[config.mk]
export PLATFORM = sky130hd
export DESIGN_NAME = axis_write_cmd
export DESIGN_NICKNAME = d
export VERILOG_FILES = /design/src/rtl/axis_write_cmd_pkg.sv /design/src/rtl/axis_outstanding_cnt.sv /design/src/rtl/axis_write_cmd.sv
export SDC_FILE = /design/constraint.sdc
export NUM_CORES = 1
export LEC_CHECK = 0
export CORE_ASPECT_RATIO = 0.7
export CORE_UTILIZATION = 25
export CTS_CLUSTER_DIAMETER = 200
export DETAILED_ROUTE_END_ITERATION = 10
export DONT_BUFFER_PORTS = 1
export PLACE_DENSITY_LB_ADDON = 0.15
export SLEW_MARGIN = 30
export SYNTH_ARGS = -nofsm -noshare
export SYNTH_HDL_FRONTEND = slang
export SYNTH_SLANG_ARGS = --single-unit
[constraint.sdc]
create_clock -name clk -period 5.4 [get_ports clk]
set_input_delay 1.08 -clock clk [delete_from_list [all_inputs] [get_ports clk]]
set_output_delay 1.08 -clock clk [all_outputs]
set_load 0.02 [all_outputs]
[src/rtl/axis_write_cmd_pkg.sv]
// Shared types and helpers for the AXI write command sequencer.
// Holds the one-hot state encoding, the OKAY response code and the burst sizing rule.
package axis_write_cmd_pkg;

  typedef enum logic [3:0] {
    IDLE    = 4'b0001,
    FORWARD = 4'b0010,
    ISSUE   = 4'b0100,
    DRAIN   = 4'b1000
  } state_t;

  localparam logic [1:0] BRESP_OKAY = 2'b00;

  // Beats in the next burst: whatever remains, capped at the maximum burst size.
  function automatic logic [31:0] burst_beats(input logic [31:0] remaining,
                                              input logic [31:0] burst_max);
    return (remaining < burst_max) ? remaining : burst_max;
  endfunction

endpackage

[src/rtl/axis_outstanding_cnt.sv]
// Up/down count of AXI write bursts issued but not yet responded.
// Increments saturate at 2^(WIDTH-1); decrements at zero are ignored.
module axis_outstanding_cnt #(
  parameter int WIDTH = 4
) (
  input  logic clk,
  input  logic rst,
  input  logic i_inc,
  input  logic i_dec,
  output logic o_empty,
  output logic o_empty_next,
  output logic o_full_next
);

  localparam logic [WIDTH-1:0] MAX = WIDTH'(1) << (WIDTH - 1);

  logic [WIDTH-1:0] r_count;
  logic [WIDTH-1:0] w_count_next;
  logic             w_inc;
  logic             w_dec;

  assign w_inc = i_inc && (r_count != MAX);
  assign w_dec = i_dec && (r_count != '0);

  always_comb begin
    w_count_next = r_count;
    if (w_inc && !w_dec) begin
      w_count_next = r_count + WIDTH'(1);
    end else if (w_dec && !w_inc) begin
      w_count_next = r_count - WIDTH'(1);
    end
  end

  always_ff @(posedge clk) begin
    if (rst) begin
      r_count <= '0;
    end else begin
      r_count <= w_count_next;
    end
  end

  assign o_empty      = (r_count == '0);
  assign o_empty_next = (w_count_next == '0);
  assign o_full_next  = (w_count_next == MAX);

endmodule

[src/rtl/axis_write_cmd.sv]
// AXI write address/response sequencer: splits a (address, beats) command into
// bursts, forwards the beat count to the data channel and retires responses.
module axis_write_cmd
  import axis_write_cmd_pkg::*;
#(
  parameter int CFG_DWIDTH         = 32,
  parameter int AXI_ADDR_WIDTH     = 32,
  parameter int AXI_LEN_WIDTH      = 8,
  parameter int AXI_DATA_WIDTH     = 64,
  parameter int OUTSTANDING_AWIDTH = 3
) (
  input  logic                      clk,
  input  logic                      rst,
  input  logic [CFG_DWIDTH-1:0]     cfg_address,
  input  logic [CFG_DWIDTH-1:0]     cfg_length,
  input  logic                      cfg_val,
  output logic                      cfg_rdy,
  output logic [CFG_DWIDTH-1:0]     wcfg_length,
  output logic                      wcfg_val,
  input  logic                      wcfg_rdy,
  output logic [AXI_ADDR_WIDTH-1:0] axi_awaddr,
  output logic [AXI_LEN_WIDTH-1:0]  axi_awlen,
  output logic                      axi_awvalid,
  input  logic                      axi_awready,
  input  logic [1:0]                axi_bresp,
  input  logic                      axi_bvalid,
  output logic                      axi_bready,
  output logic                      done,
  output logic                      error
);

  localparam int          BEAT_BYTES = AXI_DATA_WIDTH / 8;
  localparam int          BEAT_SHIFT = $clog2(BEAT_BYTES);
  localparam logic [31:0] BURST_MAX  = 32'(1) << AXI_LEN_WIDTH;

  state_t                    r_state;
  state_t                    w_state_next;
  logic [AXI_ADDR_WIDTH-1:0] r_addr;
  logic [AXI_ADDR_WIDTH-1:0] w_addr_next;
  logic [CFG_DWIDTH-1:0]     r_remaining;
  logic [CFG_DWIDTH-1:0]     w_remaining_next;
  logic [CFG_DWIDTH-1:0]     r_length;
  logic [CFG_DWIDTH-1:0]     w_length_next;
  logic [AXI_LEN_WIDTH-1:0]  r_awlen;
  logic [AXI_LEN_WIDTH-1:0]  w_awlen_next;
  logic                      r_awvalid;
  logic                      w_awvalid_next;
  logic                      r_done;
  logic                      w_done_next;
  logic                      r_error;
  logic                      w_error_next;

  logic                      w_accept;
  logic                      w_aw_hs;
  logic                      w_b_hs;
  logic                      w_bready;
  logic [31:0]               w_burst;
  logic [CFG_DWIDTH-1:0]     w_rem_after;
  logic                      w_empty;
  logic                      w_empty_next;
  logic                      w_full_next;

  assign w_bready    = (r_state != IDLE);
  assign w_accept    = cfg_val && (r_state == IDLE);
  assign w_aw_hs     = r_awvalid && axi_awready;
  assign w_b_hs      = axi_bvalid && w_bready && !w_empty;
  assign w_burst     = burst_beats(32'(r_remaining), BURST_MAX);
  assign w_rem_after = r_remaining - CFG_DWIDTH'(w_burst);

  axis_outstanding_cnt #(
    .WIDTH(OUTSTANDING_AWIDTH + 1)
  ) u_outstanding (
    .clk         (clk),
    .rst         (rst),
    .i_inc       (w_aw_hs),
    .i_dec       (w_b_hs),
    .o_empty     (w_empty),
    .o_empty_next(w_empty_next),
    .o_full_next (w_full_next)
  );

  always_ff @(posedge clk) begin
    if (rst) begin
      r_state <= IDLE;
    end else begin
      r_state <= w_state_next;
    end
  end

  always_comb begin
    w_state_next = r_state;
    w_done_next  = 1'b0;
    unique case (r_state)
      IDLE: begin
        if (w_accept) begin
          if (cfg_length == '0) begin
            w_done_next = 1'b1;
          end else begin
            w_state_next = FORWARD;
          end
        end
      end
      FORWARD: begin
        if (wcfg_rdy) begin
          w_state_next = ISSUE;
        end
      end
      ISSUE: begin
        if (w_aw_hs && (w_rem_after == '0)) begin
          w_state_next = DRAIN;
        end
      end
      DRAIN: begin
        if (w_empty_next) begin
          w_state_next = IDLE;
          w_done_next  = 1'b1;
        end
      end
      default: w_state_next = IDLE;
    endcase
  end

  // awlen is precomputed for the next burst so the AW channel stays fully registered.
  always_comb begin
    w_addr_next      = r_addr;
    w_remaining_next = r_remaining;
    w_length_next    = r_length;
    w_awlen_next     = r_awlen;
    w_error_next     = r_error;
    if (w_accept) begin
      w_addr_next      = AXI_ADDR_WIDTH'(cfg_address);
      w_remaining_next = cfg_length;
      w_length_next    = cfg_length;
      w_awlen_next     = AXI_LEN_WIDTH'(burst_beats(32'(cfg_length), BURST_MAX) - 32'd1);
      w_error_next     = 1'b0;
    end
    if (w_aw_hs) begin
      w_addr_next      = r_addr + (AXI_ADDR_WIDTH'(w_burst) << BEAT_SHIFT);
      w_remaining_next = w_rem_after;
      w_awlen_next     = AXI_LEN_WIDTH'(burst_beats(32'(w_rem_after), BURST_MAX) - 32'd1);
    end
    if (w_b_hs && (axi_bresp != BRESP_OKAY)) begin
      w_error_next = 1'b1;
    end
  end

  // While stalled the count can only fall, so awvalid never drops before its handshake.
  assign w_awvalid_next = (w_state_next == ISSUE) && !w_full_next;

  always_ff @(posedge clk) begin
    if (rst) begin
      r_addr      <= '0;
      r_remaining <= '0;
      r_length    <= '0;
      r_awlen     <= '0;
      r_awvalid   <= 1'b0;
      r_done      <= 1'b0;
      r_error     <= 1'b0;
    end else begin
      r_addr      <= w_addr_next;
      r_remaining <= w_remaining_next;
      r_length    <= w_length_next;
      r_awlen     <= w_awlen_next;
      r_awvalid   <= w_awvalid_next;
      r_done      <= w_done_next;
      r_error     <= w_error_next;
    end
  end

  assign cfg_rdy     = (r_state == IDLE);
  assign wcfg_val    = (r_state == FORWARD);
  assign wcfg_length = r_length;
  assign axi_awaddr  = r_addr;
  assign axi_awlen   = r_awlen;
  assign axi_awvalid = r_awvalid;
  assign axi_bready  = w_bready;
  assign done        = r_done;
  assign error       = r_error;

endmodule
## Yosys cells after proc, flatten, opt, wreduce, memory -nomap -nowiden

Cells that the tools add are included.

| storage, ports and cells | value |
|---|---|
| input bits | 72 |
| word-level logic and storage cells | 72 |
| bits in registers | 115 |
| output and inout bits | 78 |

| cells by class | value |
|---|---|
| add/sub/neg operators | 6 |
| multiplexer cells | 23 |
| equality and inequality tests | 8 |
| reduce and logical (&&, ||, !) cells | 23 |
| order comparisons | 3 |

Operators with widths:

| cell | count |
|---|---|
| $mux 32 | 5 |
| $lt 32x9->1 const B | 3 |
| $logic_not 32->1 | 2 |
| $add 32x32->32 | 1 |
| $mux 8 | 4 |
| $sub 32x32->32 | 1 |
| $mux 4 | 7 |
| $pmux 4 s4 | 1 |
| $sub 8x1->8 const B | 2 |
| $logic_and 1x1->1 | 11 |
| $eq 4x3->1 const B | 2 |
| $eq 4x4->1 const B | 2 |
| $logic_not 4->1 | 2 |
| $reduce_bool 2->1 | 3 |
| $mux 1 | 5 |
| $add 4x1->4 const B | 1 |
| $eq 4x1->1 const B | 1 |
| $eq 4x2->1 const B | 1 |
| $logic_not 1->1 | 4 |
| $ne 4x1->1 const B | 1 |
| $ne 4x4->1 const B | 1 |
| $reduce_bool 4->1 | 1 |
| $sub 4x1->4 const B | 1 |
| $pmux 1 s2 | 1 |

## Longest topological paths before layout

| depth | value |
|---|---|
| word-level depth | 12 |
| gate-level depth with buffers | 21 |
| depth with buffers taken out | 19 |

## Cells and area by module

From an unflattened synthesis, not the netlist that was laid out.

| second synthesis, totals | value |
|---|---|
| cells, all modules | 999 |
| area, all modules | 7447.1 um^2 |

By module, submodules not included:

| module | instances | cells each | area each (um^2) | seq. area each (um^2) |
|---|---|---|---|---|
| axis_write_cmd | 1 | 951 | 7008.0 | 2222.1 |
| axis_outstanding_cnt | 1 | 48 | 439.2 | 80.1 |

## Least setup slack after synthesis

No wires, ideal clock.

| timing path | value |
|---|---|
| path type | reg-to-reg |
| start point | register r_remaining[18] |
| end point | register r_awlen[6], in the netlist axi_awlen[6] |
| buffers on the path | 2 |
| cell stages (with the launch flop) | 22 |
| slack | 827 ps |
| setup time | 79 ps |
| required time | 5321 ps |
| period minus slack after synthesis | 4573 ps |
| arrival time | 4494 ps |
| cells stage by stage | dfxtp_1 or2_2 clkbuf_1 or3_4 nor2_2 inv_2 clkbuf_1 nand2_1 ha_1 or4_1 o21a_1 a31oi_1 nand3_1 xnor2_1 nor4_1 a32oi_1 ha_1 o21ai_0 nor2_1 a221oi_1 a311o_1 a211oi_2 |

| between the ends | value |
|---|---|
| cells in the longest elaborated chain, start to end | 7 |

Ends and longest elaborated chain:

| element | line | text |
|---|---|---|
| start: declaration | axis_write_cmd.sv:40 | `logic [CFG_DWIDTH-1:0] r_remaining;` |
| start signal: assignment | axis_write_cmd.sv:161 | `r_remaining <= w_remaining_next;` |
| $lt 32x9->1 | axis_write_cmd_pkg.sv:17 | `return (remaining < burst_max) ? remaining : burst_max;` |
| $mux 32 | axis_write_cmd_pkg.sv:17 |  |
| $sub 32x32->32 * | axis_write_cmd.sv:68 | `assign w_rem_after = r_remaining - CFG_DWIDTH'(w_burst);` |
| $lt 32x9->1 | axis_write_cmd_pkg.sv:17 |  |
| $mux 8 * | axis_write_cmd_pkg.sv:17 |  |
| $sub 8x1->8 * | axis_write_cmd.sv:140 | `w_awlen_next = AXI_LEN_WIDTH'(burst_beats(32'(w_rem_after), BURST_MAX) - 32'd1);` |
| $mux 8 * | axis_write_cmd.sv:137 | `if (w_aw_hs) begin` |
| end signal: assignment | axis_write_cmd.sv:163 | `r_awlen <= w_awlen_next;` |
| end: declaration | axis_write_cmd.sv:44 | `logic [AXI_LEN_WIDTH-1:0] r_awlen;` |

Mark *: on every way between the ends. The rest lies on a longest branch, timed or not.
A chain may end at the register's enable or synchronous reset.

## Worst setup path in the final report

| timing path | value |
|---|---|
| start point | register r_remaining[10] |
| end point | register r_awlen[6], in the netlist axi_awlen[6] |

The elaborated chain is that of the path after synthesis.

==> results by group <==
Clock tree
  • Clk sink count: 115
  • Cts bufs inserted: 17
  • CTS Buffer Depth: 2
  • Hold_buf cts: 0
  • Worst-path clk slew: roughly 60 ps
  • Postcts setup bufs: 0
  • Post-CTS sizing: 0
  • Worst-Skew Late Latency: 440 ps
  • Clock tree root buffer cell: clkbuf_16
  • H-tree levels: 4
  • CTS tree: built

Floorplan
  • Die Span Y: 148 microns
  • Initial Util: 25.5%
  • Die ar.: ~31000 sq um
  • Row count: 53
  • Die width: 211 microns
  • Ports: 150
  • Core ar.: between 30000 and 40000 sq um

Global route
  • First-pass GRT wire length: 43.5 mm
  • Pin count of the biggest net entering global routing: 117
  • Vias in the first global route: 7092
  • Antenna violations before repair: 0
  • Global Route Usage Sum: around 18%
  • Grt ovf: 0

Logic synthesis
  • Syn Std Cell Area: 7650 sq um
  • Syn_area_per_cell: 7.45 sq um
  • Sequential area share after synthesis: 30.1%
  • Post-synth EDFFs: 0
  • FFs w/ async S/R, synth: 0%
  • Synth Flop Type: dfxtp_1
  • Number of cells produced by synthesis: 1027
  • Distinct cells, synth: 84
  • Yosys warning count: 0
  • Seq cells post-synth: 115

Min path
  • Min-delay worst type: reg -> reg
  • HP Start: r_remaining[31]$_SDFFE_PP0P_
  • Worst hold path cell count: 2
  • Hold Crit Endpoint: r_remaining[31]$_SDFFE_PP0P_

STA
  • Min Tclk post-route: 4950 ps
  • # setup viols final: 0
  • Highest clock rate: 202 MHz
  • RSZ-0062 raised after global routing: false
  • Setup Skew: ~14 ps
  • Worst-margin pin slew: 909 ps
  • Final worst path period share: 91.8%
  • Setup tns final: 0 ps
  • Slew Viols, Final: 0
  • Relative slew slack: 39.2%
  • Final Hold Fails: 0

Power and ir drop
  • Pwr Density: between 300 and 400 nW/um^2
  • Worst vdd ir: 0.168 mV
  • P_leak: 3.22 nW

Critical path
  • Largest stage delay, worst path: 530 ps
  • FF-to-FF Start: r_remaining[10]$_SDFFE_PP0P_
  • Critical-path top delay cell: dfxtp_1
  • Crit path required time: between 5000 and 6000 ps
  • Startpoint types: register
  • Setup slack, reg-to-reg: 450 ps
  • CP delay by family, top: simple AND/OR/NAND/NOR gates
  • Worst-path cell chain: or4_1 -> or3_4 -> nor2_2 -> inv_2 -> nand2_1 -> ha_1 -> or4_1 -> o21a_1 -> a31oi_1 -> nand3_1 -> xnor2_1 -> nor4_1 -> a32oi_1 -> ha_1 -> o21ai_0 -> nor2_1 -> a221oi_1 -> a311o_1 -> a211oi_2
  • CP max FO: 16
  • CP endpoint kind: register
  • Worst setup path class: reg -> reg
  • Worst r2r dst: axi_awlen[6]$_SDFFE_PP0P_
  • Worst Path Buf+Inv: 1
  • R2R depth: 19
  • Critical Path AT: 5280 ps

Final layout
  • Most common cell after layout, fill and taps aside: nand2_1
  • Most frequent cells in the layout: nand2_1, dfxtp_1, nor2_1
  • Syn-to-layout area delta: 14.7%
  • Layout cells sized above 1: 8.33%
  • N_diodes: 0
  • Fin area: 8770 sq um
  • Final Net Count: 1124
  • Fill count: 3289

Job
  • Max cap viols: 0

Placement
  • Placed cell area: slightly above 8000 sq um
  • PortBufs: 0
  • DP HPWL: 20.3 mm
  • GP Congestion: 0.904

Route
  • DR iter-0 viols: 567
  • Vias: about 7600
  • Total Wirelength: 28.4 mm
  • ANT nets after route: 0
  • Vias per cell: 5.28
  • First-pass DRT Iterations: 5
  • Drt wl/cell: 19.7 microns
  • DRC: 0

Outcome
  • Status: finished, final reports clean
[worst max path at each step]
stage	from	endpoint	slack (ps)	depth (start not counted)
floorplan	r_remaining[18]$_SDFFE_PP0P_	axi_awlen[6]$_SDFFE_PP0P_	830	21
global placement	r_remaining[10]$_SDFFE_PP0P_	axi_awvalid$_SDFF_PP0_	660	16
detailed placement	r_remaining[10]$_SDFFE_PP0P_	axi_awlen[6]$_SDFFE_PP0P_	530	19
CTS	r_remaining[10]$_SDFFE_PP0P_	axi_awlen[6]$_SDFFE_PP0P_	500	19
global route	r_remaining[10]$_SDFFE_PP0P_	axi_awlen[6]$_SDFFE_PP0P_	60	19
finish	r_remaining[10]$_SDFFE_PP0P_	axi_awlen[6]$_SDFFE_PP0P_	450	19
[sequential cells by signal, indices dropped and copies added (netlist names)]
register and cells:
axi_awaddr 32, axi_awlen 8, axi_awvalid 1, done 1, error 1, r_remaining 32, r_state 4, u_outstanding.r_count 4
wcfg_length 32
[through the flow]
step	power [W]	utilization (%)	setup slack [ps]	hold slack, ps	std cells
2_1_floorplan	0.00147	-	827	491	1045
3_3_place_gp	0.00161	27.0	657	506	1412
3_5_place_dp	0.00161	27.0	528	508	1412
4_1_cts	0.00291	29.2	496	515	1444
5_1_grt	0.00302	29.2	57.1	544	1444
6_report	0.00287	29.2	445	516	1444
[cells by family (layout without fill, tap and decap cells)]
family	count (synthesis)	in the layout	share of synthesized area, %
AO/OA/AOI/OAI	281	281	24.9
XOR/XNOR	22	22	2.62
adder cells (fa/ha/maj)	33	33	5.50
buffers and inverters	83	70	4.37
flip-flops	115	115	30.1
multiplexers	9	9	1.24
other	2	20	0.0982
AND/OR/NAND/NOR	482	482	31.1
[power breakdown]
| group | total [W] | switching (W) | internal (W) |
|---|---|---|---|
| clock | 0.00128 | 0.000455 | 0.000823 |
| sequential | 0.00103 | 0.000122 | 0.000911 |
| combinational | 0.000564 | 0.000357 | 0.000208 |
| total | 0.00287 | 0.000934 | 0.00194 |
[cells in the mapped netlist, drive strengths merged, types with 4 or more instances]
cell type  count  area share (%)
or2            8            0.65
nor4b          6            0.96
inv           22             1.1
and4           4            0.46
o21a           9            0.88
a21oi         84             5.5
and3          14             1.1
and2           4            0.33
a211o          4            0.46
mux2i          8             1.1
nand2b         7            0.57
o31ai          4            0.57
xnor2         18             2.1
a311oi        26             3.0
ha            32             5.2
o211ai        11             1.1
a22oi          8            0.79
or3           14             1.3
nor4          26             2.8
a222oi         9             1.2
a21o           7            0.69
a2111oi        5            0.59
nor2         108             5.3
o21ai         46             3.0
dfxtp        115              30
nand2        190             9.4
nor3          30             2.0
nor2b          6            0.49
xor2           4            0.56
nand4         12            0.98
a221oi         4            0.46
a211oi         9            0.95
buf            6            0.59
o311ai         5            0.57
o21bai         8            0.79
clkbuf        55             2.7
a31oi         13             1.1
or4           15             1.6
o22ai          4            0.33
nand3         27             1.8
[metal layers]
| layer | track usage (%) | wire, microns | share of wire [%] |
|---|---|---|---|
| met5 | 0 | 0 | 0 |
| met4 | 4.57 | 301 | 1.1 |
| met3 | 6.23 | 2350 | 8.3 |
| met2 | 24.8 | 11300 | 40 |
| met1 | 27.3 | 14500 | 51 |
[layout make-up]
| type | count | area [sq um] | share of cell area (%) |
|---|---|---|---|
| Timing Repair Buffer | 16 | 120 | 1.37 |
| Tap cell | 412 | 515 | 5.88 |
| Sequential cell | 115 | 2300 | 26.2 |
| Inverter | 22 | 82.6 | 0.942 |
| Clock buffer | 21 | 480 | 5.48 |
| Clock inverter | 11 | 174 | 1.98 |
| Multi-Input combinational cell | 847 | 5100 | 58.1 |
[worst register-to-register path, delay by kind of cell, from the launching register on]
kind / cells / cell delay, ps
and+or+nand+nor: 8 / 1890
adders and majority gates: 2 / 540
DFF: 1 / 530
buffers and inverters: 1 / 260
AOI/OAI and AO/OA: 7 / 1420
xor gates and xnor gates: 1 / 200
No activity file was read; power rests on OpenSTA's default activity.
